===== src/rtl/rtc_i2c_pkg.sv =====
// Shared types and defaults for the RTC I2C slave front-end.
package rtc_i2c_pkg;

  localparam int         DEF_REG_ADDR_W = 4;
  localparam logic [6:0] DEF_SLAVE_ADDR = 7'h68;
  localparam logic       RW_READ        = 1'b1;
  localparam logic       ACK            = 1'b0;

  typedef enum logic [3:0] {
    ST_IDLE      = 4'd0,
    ST_ADDR      = 4'd1,
    ST_ADDR_ACK  = 4'd2,
    ST_PTR       = 4'd3,
    ST_PTR_ACK   = 4'd4,
    ST_WDATA     = 4'd5,
    ST_WDATA_ACK = 4'd6,
    ST_RD_FETCH  = 4'd7,
    ST_RDATA     = 4'd8,
    ST_RD_MACK   = 4'd9,
    ST_WAIT_STOP = 4'd10
  } state_t;

endpackage


===== src/rtl/rtc_i2c_slave_i2c_bus_sync.sv =====
// Pad synchronizer for SCL/SDA with SCL edge and START/STOP condition strobes.
module i2c_bus_sync (
  input  logic clk,
  input  logic rst,
  input  logic scl_i,
  input  logic sda_i,
  output logic scl_rise_o,
  output logic scl_fall_o,
  output logic start_o,
  output logic stop_o,
  output logic sda_o
);

  logic scl_s1_q, scl_s2_q, scl_h_q;
  logic sda_s1_q, sda_s2_q, sda_h_q;

  // Idle bus level is high, so reset to 1 to avoid phantom edges.
  always_ff @(posedge clk) begin
    if (rst) begin
      scl_s1_q <= 1'b1;
      scl_s2_q <= 1'b1;
      scl_h_q  <= 1'b1;
      sda_s1_q <= 1'b1;
      sda_s2_q <= 1'b1;
      sda_h_q  <= 1'b1;
    end else begin
      scl_s1_q <= scl_i;
      scl_s2_q <= scl_s1_q;
      scl_h_q  <= scl_s2_q;
      sda_s1_q <= sda_i;
      sda_s2_q <= sda_s1_q;
      sda_h_q  <= sda_s2_q;
    end
  end

  assign scl_rise_o = scl_s2_q & ~scl_h_q;
  assign scl_fall_o = ~scl_s2_q & scl_h_q;
  assign start_o    = scl_s2_q & scl_h_q & sda_h_q & ~sda_s2_q;
  assign stop_o     = scl_s2_q & scl_h_q & ~sda_h_q & sda_s2_q;
  assign sda_o      = sda_s2_q;

endmodule


===== src/rtl/rtc_i2c_slave.sv =====
// I2C slave front-end for the RTC register block: 7-bit address, auto-incrementing
// register pointer, one-clk write/read strobes toward the register block.
module rtc_i2c_slave
  import rtc_i2c_pkg::*;
#(
  parameter logic [6:0] SLAVE_ADDR   = DEF_SLAVE_ADDR,
  parameter int         REG_ADDR_W   = DEF_REG_ADDR_W,
  parameter int         READ_LATENCY = 1
) (
  input  logic                  clk,
  input  logic                  rst,
  input  logic                  scl_in,
  input  logic                  sda_in,
  output logic                  sda_oe,
  output logic [REG_ADDR_W-1:0] i2c_addr,
  output logic [7:0]            i2c_data_in,
  output logic                  i2c_write_en,
  output logic                  i2c_read_en,
  input  logic [7:0]            reg_data_out,
  output logic                  busy,
  output logic [3:0]            dbg_state
);

  localparam logic [3:0] LAT = 4'(READ_LATENCY);

  logic scl_rise, scl_fall, bus_start, bus_stop, sda_s;

  i2c_bus_sync u_sync (
    .clk        (clk),
    .rst        (rst),
    .scl_i      (scl_in),
    .sda_i      (sda_in),
    .scl_rise_o (scl_rise),
    .scl_fall_o (scl_fall),
    .start_o    (bus_start),
    .stop_o     (bus_stop),
    .sda_o      (sda_s)
  );

  state_t                state_q, state_d;
  logic [3:0]            bit_cnt_q, bit_cnt_d;
  logic [6:0]            shift_q, shift_d;
  logic [7:0]            tx_q, tx_d;
  logic [REG_ADDR_W-1:0] ptr_q, ptr_d;
  logic [REG_ADDR_W-1:0] addr_q, addr_d;
  logic [7:0]            wdata_q, wdata_d;
  logic                  we_q, we_d;
  logic                  re_q, re_d;
  logic                  sda_oe_q, sda_oe_d;
  logic                  busy_q, busy_d;
  logic                  rw_q, rw_d;
  logic [3:0]            lat_q, lat_d;
  logic [7:0]            rx_byte;

  assign rx_byte = {shift_q, sda_s};

  always_ff @(posedge clk) begin
    if (rst) begin
      state_q   <= ST_IDLE;
      bit_cnt_q <= '0;
      shift_q   <= '0;
      tx_q      <= '0;
      ptr_q     <= '0;
      addr_q    <= '0;
      wdata_q   <= '0;
      we_q      <= 1'b0;
      re_q      <= 1'b0;
      sda_oe_q  <= 1'b0;
      busy_q    <= 1'b0;
      rw_q      <= 1'b0;
      lat_q     <= '0;
    end else begin
      state_q   <= state_d;
      bit_cnt_q <= bit_cnt_d;
      shift_q   <= shift_d;
      tx_q      <= tx_d;
      ptr_q     <= ptr_d;
      addr_q    <= addr_d;
      wdata_q   <= wdata_d;
      we_q      <= we_d;
      re_q      <= re_d;
      sda_oe_q  <= sda_oe_d;
      busy_q    <= busy_d;
      rw_q      <= rw_d;
      lat_q     <= lat_d;
    end
  end

  // Strobe protocol: i2c_write_en / i2c_read_en are single-clk pulses, never
  // together; i2c_addr (and i2c_data_in for writes) is valid in that same clk
  // and holds afterwards. There is no back-pressure from the register block.
  always_comb begin
    state_d   = state_q;
    bit_cnt_d = bit_cnt_q;
    shift_d   = shift_q;
    tx_d      = tx_q;
    ptr_d     = ptr_q;
    addr_d    = addr_q;
    wdata_d   = wdata_q;
    we_d      = 1'b0;
    re_d      = 1'b0;
    sda_oe_d  = sda_oe_q;
    busy_d    = busy_q;
    rw_d      = rw_q;
    lat_d     = lat_q;

    // An issued write always advances the pointer, even if the bus then aborts.
    if (we_q) ptr_d = ptr_q + 1'b1;

    if (bus_start) begin
      state_d   = ST_ADDR;
      bit_cnt_d = '0;
      sda_oe_d  = 1'b0;
    end else if (bus_stop) begin
      state_d   = ST_IDLE;
      bit_cnt_d = '0;
      sda_oe_d  = 1'b0;
      busy_d    = 1'b0;
    end else begin
      case (state_q)
        ST_ADDR, ST_PTR, ST_WDATA: begin
          if (scl_rise) begin
            shift_d   = rx_byte[6:0];
            bit_cnt_d = bit_cnt_q + 4'd1;
            if (bit_cnt_q == 4'd7) begin
              bit_cnt_d = '0;
              if (state_q == ST_ADDR) begin
                if (rx_byte[7:1] == SLAVE_ADDR) begin
                  state_d = ST_ADDR_ACK;
                  busy_d  = 1'b1;
                  rw_d    = rx_byte[0];
                end else begin
                  state_d = ST_WAIT_STOP;
                  busy_d  = 1'b0;
                end
              end else if (state_q == ST_PTR) begin
                ptr_d   = rx_byte[REG_ADDR_W-1:0];
                state_d = ST_PTR_ACK;
              end else begin
                we_d    = 1'b1;
                addr_d  = ptr_q;
                wdata_d = rx_byte;
                state_d = ST_WDATA_ACK;
              end
            end
          end
        end
        // bit_cnt 0: waiting for the fall that starts the ACK slot; 1: in the slot.
        ST_ADDR_ACK, ST_PTR_ACK, ST_WDATA_ACK: begin
          if (scl_fall) begin
            if (bit_cnt_q == 4'd0) begin
              sda_oe_d  = 1'b1;
              bit_cnt_d = 4'd1;
              if (state_q == ST_ADDR_ACK && rw_q == RW_READ) begin
                state_d   = ST_RD_FETCH;
                re_d      = 1'b1;
                addr_d    = ptr_q;
                lat_d     = '0;
                bit_cnt_d = '0;
              end
            end else begin
              sda_oe_d  = 1'b0;
              bit_cnt_d = '0;
              state_d   = (state_q == ST_ADDR_ACK) ? ST_PTR : ST_WDATA;
            end
          end
        end
        ST_RD_FETCH: begin
          if (lat_q == LAT) begin
            tx_d      = reg_data_out;
            ptr_d     = ptr_q + 1'b1;
            bit_cnt_d = '0;
            state_d   = ST_RDATA;
          end else begin
            lat_d = lat_q + 4'd1;
          end
        end
        // The first fall here is the one closing the preceding ACK slot.
        ST_RDATA: begin
          if (scl_fall) begin
            if (bit_cnt_q == 4'd8) begin
              sda_oe_d = 1'b0;
              state_d  = ST_RD_MACK;
            end else begin
              sda_oe_d  = ~tx_q[7];
              tx_d      = {tx_q[6:0], 1'b0};
              bit_cnt_d = bit_cnt_q + 4'd1;
            end
          end
        end
        ST_RD_MACK: begin
          if (scl_rise) begin
            if (sda_s == ACK) begin
              state_d = ST_RD_FETCH;
              re_d    = 1'b1;
              addr_d  = ptr_q;
              lat_d   = '0;
            end else begin
              state_d = ST_WAIT_STOP;
            end
          end
        end
        default: ;
      endcase
    end
  end

  assign sda_oe       = sda_oe_q;
  assign i2c_addr     = addr_q;
  assign i2c_data_in  = wdata_q;
  assign i2c_write_en = we_q;
  assign i2c_read_en  = re_q;
  assign busy         = busy_q;
  assign dbg_state    = state_q;

endmodule


===== config.mk =====
export PLATFORM = sky130hd
export DESIGN_NAME = rtc_i2c_slave
export DESIGN_NICKNAME = d
export VERILOG_FILES = /design/src/rtl/rtc_i2c_pkg.sv /design/src/rtl/rtc_i2c_slave_i2c_bus_sync.sv /design/src/rtl/rtc_i2c_slave.sv
export SDC_FILE = /design/constraint.sdc
export NUM_CORES = 1
export LEC_CHECK = 0
export CORE_MARGIN = 4
export CORE_UTILIZATION = 35
export CTS_BUF_LIST = sky130_fd_sc_hd__clkbuf_4 sky130_fd_sc_hd__clkbuf_8 sky130_fd_sc_hd__clkbuf_16
export CTS_CLUSTER_SIZE = 40
export DETAILED_ROUTE_END_ITERATION = 6
export PLACE_DENSITY = 0.53
export SLEW_MARGIN = 5
export SYNTH_ARGS = -nofsm -noshare
export SYNTH_HDL_FRONTEND = slang
export SYNTH_SLANG_ARGS = --single-unit

===== constraint.sdc =====
create_clock -name clk -period 5 [get_ports clk]
set_clock_uncertainty 0.1 [all_clocks]
set_input_delay 1.25 -clock clk [delete_from_list [all_inputs] [get_ports clk]]
set_output_delay 1.25 -clock clk [all_outputs]
set_load 0.05 [all_outputs]

## After elaboration in Yosys (flattened, before gate mapping)

Cells that the tools add are included.

- Bits in registers: 54
- Bits in latches: 0
- RAM bits: 0
- ROM bits: 0
- Input bits: 12
- Output and inout port bits: 20
- Word-level logic and storage cells: 180
- Memories kept: 0

- Add/subtract/negate cells: 3
- Multiply operators: 0
- Div/mod/pow operators: 0
- $lt $le $gt $ge: 0
- Equality and inequality tests: 36
- Shift-type cells: 0
- Multiplexer cells: 74
- Bitwise logic cells: 19
- Reductions and logical operators: 28

Operators by type and width:

| operator | number |
|---|---|
| 2-to-1 mux 4 bit | 42 |
| != test 2 bit, second input constant | 14 |
| != test 4 bit, second input constant | 7 |
| AND reduction 9 bit | 3 |
| 2-to-1 mux 8 bit | 3 |
| case mux 4 bit (3 select lines) | 2 |
| == test 4 x 3 -> 1 bit, second input constant | 5 |
| case mux 4 bit (5 select lines) | 1 |
| 2-to-1 mux 1 bit | 19 |
| case mux 4 bit (4 select lines) | 1 |
| case mux 8 bit (2 select lines) | 1 |
| AND reduction 7 bit | 2 |
| adder 4 x 1 -> 4 bit, second input constant | 3 |
| == test 4 bit, second input constant | 3 |
| NOT 1 bit | 12 |
| AND reduction 12 bit | 1 |
| AND reduction 6 bit | 2 |
| nonzero test 2 bit | 6 |
| OR reduction 3 bit | 3 |
| == test 4 x 1 -> 1 bit, second input constant | 2 |
| == test 4 x 2 -> 1 bit, second input constant | 2 |
| case mux 4 bit (2 select lines) | 1 |
| bitwise AND 1 bit | 7 |
| == test 7 bit, second input constant | 1 |
| 15 further kinds | 17 |

## Logic depth before layout (Yosys ltp)

- Depth in word-level cells: 9
- Mapped depth: 8
- Gate-level depth less buffers: 7

## Cells and area by module

From an unflattened synthesis, not the netlist that was laid out.

- Cells, all modules: 350
- Area total of the unflattened synthesis: 2934.1 µm²

Modules (own cells, without submodules):

| module | times used | cells each | area an instance (µm²) | seq. area each (µm²) |
|---|---|---|---|---|
| rtc_i2c_slave | 1 | 334 | 2743.9 | 960.9 |
| i2c_bus_sync | 1 | 16 | 190.2 | 120.1 |

## Worst setup path after synthesis

No wires, ideal clock.

- Path kind: register to register
- Start point: register state_q[3] (netlist: dbg_state[3])
- End point: register bit_cnt_q[3]
- Library setup time: 0.075 ns
- Arrival time: 2.322 ns
- Required time: 4.825 ns
- Setup slack: 2.503 ns
- Cell stages (with the launch flop): 7
- Path buffers: 1
- Clock period less this slack: 2.497 ns
- Path through: dfxtp_1 buf_4 or4b_4 nor3_4 o22ai_2 or4b_1 o22ai_1

- Cells in the longest elaborated chain, start to end: 4
- Elaborated cells between the ends (all ways): 18
- Classes of those cells: eq/ne (13); mux (1); reduce/logical (4)

RTL lines:

| what | line | source |
|---|---|---|
| start: declaration | rtc_i2c_slave.sv:40 | `state_t state_q, state_d;` |
| start signal: assignment | rtc_i2c_slave.sv:73 | `state_q <= state_d;` |
| == test 4 x 2 -> 1 bit, or another cell as far along | rtc_i2c_slave.sv:120 | `case (state_q)` |
| OR reduction 3 bit | rtc_i2c_slave.sv:120 |  |
| nonzero test 4 bit (no source line) / != test 2 bit (equally long branches) | -- |  |
| AND reduction 6 bit (no source line) | -- |  |
| end signal: assignment | rtc_i2c_slave.sv:74 | `bit_cnt_q <= bit_cnt_d;` |
| end: declaration | rtc_i2c_slave.sv:41 | `logic [3:0] bit_cnt_q, bit_cnt_d;` |

Parallel ways exist; a longest one is shown, timed or not.
A chain may end at the register's enable or synchronous reset.

## Worst setup path in the final report

- Start point: register state_q[3] (netlist: dbg_state[3])
- End point: output dbg_state[3]

RTL lines:

| what | line | source |
|---|---|---|
| end: declaration | rtc_i2c_slave.sv:21 | `output logic [3:0] dbg_state` |

No word-level cell between the ends.

==> results_dict.tcl <==
set metrics [dict create \
    outcome "finished, final reports clean" \
    vias 2485 \
    critPathRequiredTime_ns 3.65 \
    ioPinCount 32 \
    synth_cells 332 \
    wl_per_cell_um 15.1 \
    critical_path_buf_inv_count 1 \
    ant_nets 0 \
    clockRootBuffer "clkbuf_8" \
    layout.nets 368 \
    ys_seq_area_frac 0.381 \
    synth_nets 349 \
    hold_buffers 0 \
    cap_viol_max_count 0 \
    clk_latency_ns 0.32 \
    worstSetupEndpointType "output pin" \
    cts_resized 0 \
    worstHoldStart "u_sync.scl_s1_q" \
    diodes 0 \
    via_per_inst 5.47 \
    critPathKind "flop to output pin" \
    ys_types 58 \
    crit_chain "clkdlybuf4s50_1" \
    grt_pass1_vias 2286 \
    syn2layout_area_growth_pct 16.8 \
    rrSetupSlack_ns 2.29 \
    cpMaxStageDelayCell "clkdlybuf4s50_1" \
    power_density_mw_per_mm2 393 \
    clkSinkCount 54 \
    finalSetupTns_ns 0 \
    rsz0062_at_grt "no" \
    holdPathStages 1 \
    drt_iter0_markers 293 \
    track_usage 0.145 \
    cp.arrival_ns 2.05 \
    worst_slew_pin_slew_ns 0.862 \
    gr-total-overflow 0 \
    crit_fanout 20 \
    drive_gt1_frac 0.0966 \
    die_y_um 98.1 \
    holdPathEnd "u_sync.scl_s2_q" \
    gp_congestion 0.846 \
    wl_um 6870 \
    setup_viol 0 \
    final_core_util 0.425 \
    die_area_mm2 0.00962 \
    post_cts_buffers 0 \
    p_total_mw 1.30 \
    io_buffer_count 31 \
    numCtsBuffers 5 \
    ys_ff_latch 54 \
    cts_tree "yes" \
    worst_slack_ns 1.60 \
    htreeDepth 2 \
    slew_violations 0 \
    peakVddDrop_mv 0.170 \
    drt_pre_antenna_iters 6 \
    num_rows 32 \
    clkTransAtPathRegs_ns 0.11 \
    initial_core_util 0.364 \
    async_reset_ff_frac 0 \
    syn_area_mm2 0.00284 \
    clock.fmax_ghz 0.294 \
    post-dp-hpwl_um 4810 \
    slowest_delay_ns 0.93 \
    ys.flop_type "dfxtp_1" \
    grt_max_degree 35 \
    core-area_mm2 0.00781 \
    preCtsSetupSlack_ns 1.99 \
    cts_buffer_depth 2 \
    num-fill-cells 818 \
    grt_antenna_before_repair 0 \
    path_delay_family "buffers and inverters" \
    synth_edf_count 0 \
    hold_path_class "flop to flop" \
    r2r-start "dbg_state[3]" \
    yosys_warnings 0 \
    drc 0 \
    layout.cells.non_filler 454 \
    post-route-period-util 0.679 \
    avgSynthCellArea_um2 8.55 \
    grt_pass1_wl_um 11600 \
    finalCriticalPeriod_ns 3.40 \
    reg2regPathDepth 5 \
    die_w_um 98.1 \
    max_slew_margin 0.421 \
    dp.cells 446 \
    hold_viol 0 \
    p_leak_nw 1.24 \
    crit_path_start_kind "flop" \
    r2r_end "bit_cnt_q[3]" \
]
==> layer usage <==
layer,wire [um],vias to the layer above,part of all wire,track usage
met5,0,-,0,0
met4,84,0,0.012,0.0426
met3,387,6,0.056,0.0357
met2,2990,63,0.43,0.217
met1,3410,1173,0.50,0.206
li1,-,1243,-,-
==> power by group <==
group          total, mW  leakage (nW)  internal (mW)  switching, mW
combinational      0.503         0.743          0.181          0.322
sequential         0.491         0.437          0.449         0.0417
clock              0.311        0.0563          0.153          0.158
total               1.30          1.24          0.783          0.522
==> per-stage QoR <==
step	hold WS (ns)	cell area (um2)
2_1_floorplan	0.289	2840
3_3_place_gp	0.292	3200
3_5_place_dp	0.298	3200
4_1_cts	0.323	3320
5_1_grt	0.351	3320
6_report	0.319	3320
==> registers in the layout, summed over array words and instances (netlist names), 4 cells and up <==
| register | flops |
|---|---|
| tx_q | 8 |
| dbg_state | 4 |
| shift_q | 7 |
| ptr_q | 4 |
| i2c_data_in | 8 |
| lat_q | 4 |
| i2c_addr | 4 |
| bit_cnt_q | 4 |
==> final cells by class <==
| type | instances | area, um2 | share of cell area |
|---|---|---|---|
| clock buffer | 5 | 68.8 | 0.0207 |
| sequential | 54 | 1080 | 0.326 |
| clock inverter | 3 | 48.8 | 0.0147 |
| inverter | 10 | 37.5 | 0.0113 |
| tap | 102 | 128 | 0.0385 |
| timing repair buffer | 33 | 325 | 0.0981 |
| multi-input combinational | 247 | 1630 | 0.491 |
==> worst register-to-register path: stages, from the launching register on <==
cell and delay, ns:
dfxtp_1 0.79, or4b_4 0.67, nor3_4 0.23, o22ai_2 0.18
or4b_1 0.53, o22ai_1 0.15
==> Yosys cell counts, types with 3 or more instances <==
cell type	instances	area share
nand3b_1	3	0.0079
nor3_1	9	0.016
o22ai_1	5	0.011
clkbuf_1	10	0.013
nand2b_1	5	0.011
nand2_1	35	0.046
nor2_1	39	0.052
or2_2	10	0.022
inv_1	10	0.013
xor2_1	4	0.012
nor4_1	3	0.0066
nand3_1	7	0.012
buf_2	9	0.016
xnor2_1	3	0.0093
o21ai_0	9	0.016
a31oi_1	8	0.018
or4b_2	3	0.011
a21oi_1	14	0.025
a211oi_1	7	0.019
mux2i_1	23	0.081
ha_1	5	0.022
dfxtp_1	54	0.38
a311oi_1	8	0.025
or3_1	3	0.0066
==> how the worst max path moves through the flow <==
stage | from | to | slack [ns] | depth (start not counted)
finish | dbg_state[3] | dbg_state[3] | 1.60 | 1
global route | dbg_state[3] | dbg_state[3] | 1.52 | 1
CTS | dbg_state[3] | dbg_state[3] | 1.63 | 1
detailed placement | dbg_state[3] | dbg_state[3] | 1.99 | 1
global placement | dbg_state[3] | dbg_state[3] | 2.01 | 1
floorplan | dbg_state[3] | bit_cnt_q[3] | 2.50 | 6
==> cells in the final DEF, fill, tap and decap left out, types with 3 or more instances in the layout <==
cell / instances
xor2_1: 4
nand2b_1: 5
or2_2: 10
mux2i_1: 23
nor4_1: 3
a21oi_1: 14
clkbuf_8: 5
xnor2_1: 3
dfxtp_1: 54
a31oi_1: 8
or4b_2: 3
a311oi_1: 8
clkdlybuf4s50_1: 31
o21ai_0: 9
nor2_1: 39
inv_1: 10
nand3b_1: 3
o22ai_1: 5
nor3_1: 9
nand2_1: 35
a211oi_1: 7
nand3_1: 7
ha_1: 5
or3_1: 3
==> cells by family after synthesis <==
group,after synthesis,synth area share
xor gates and xnor gates,7,0.0216
adders and majority gates,5,0.0220
muxes,23,0.0811
and+or+nand+nor,138,0.264
AOI/OAI and AO/OA,74,0.184
buffers and inverters,31,0.0463
DFF,54,0.381
Note: power is estimated with default switching activity, not from simulation.
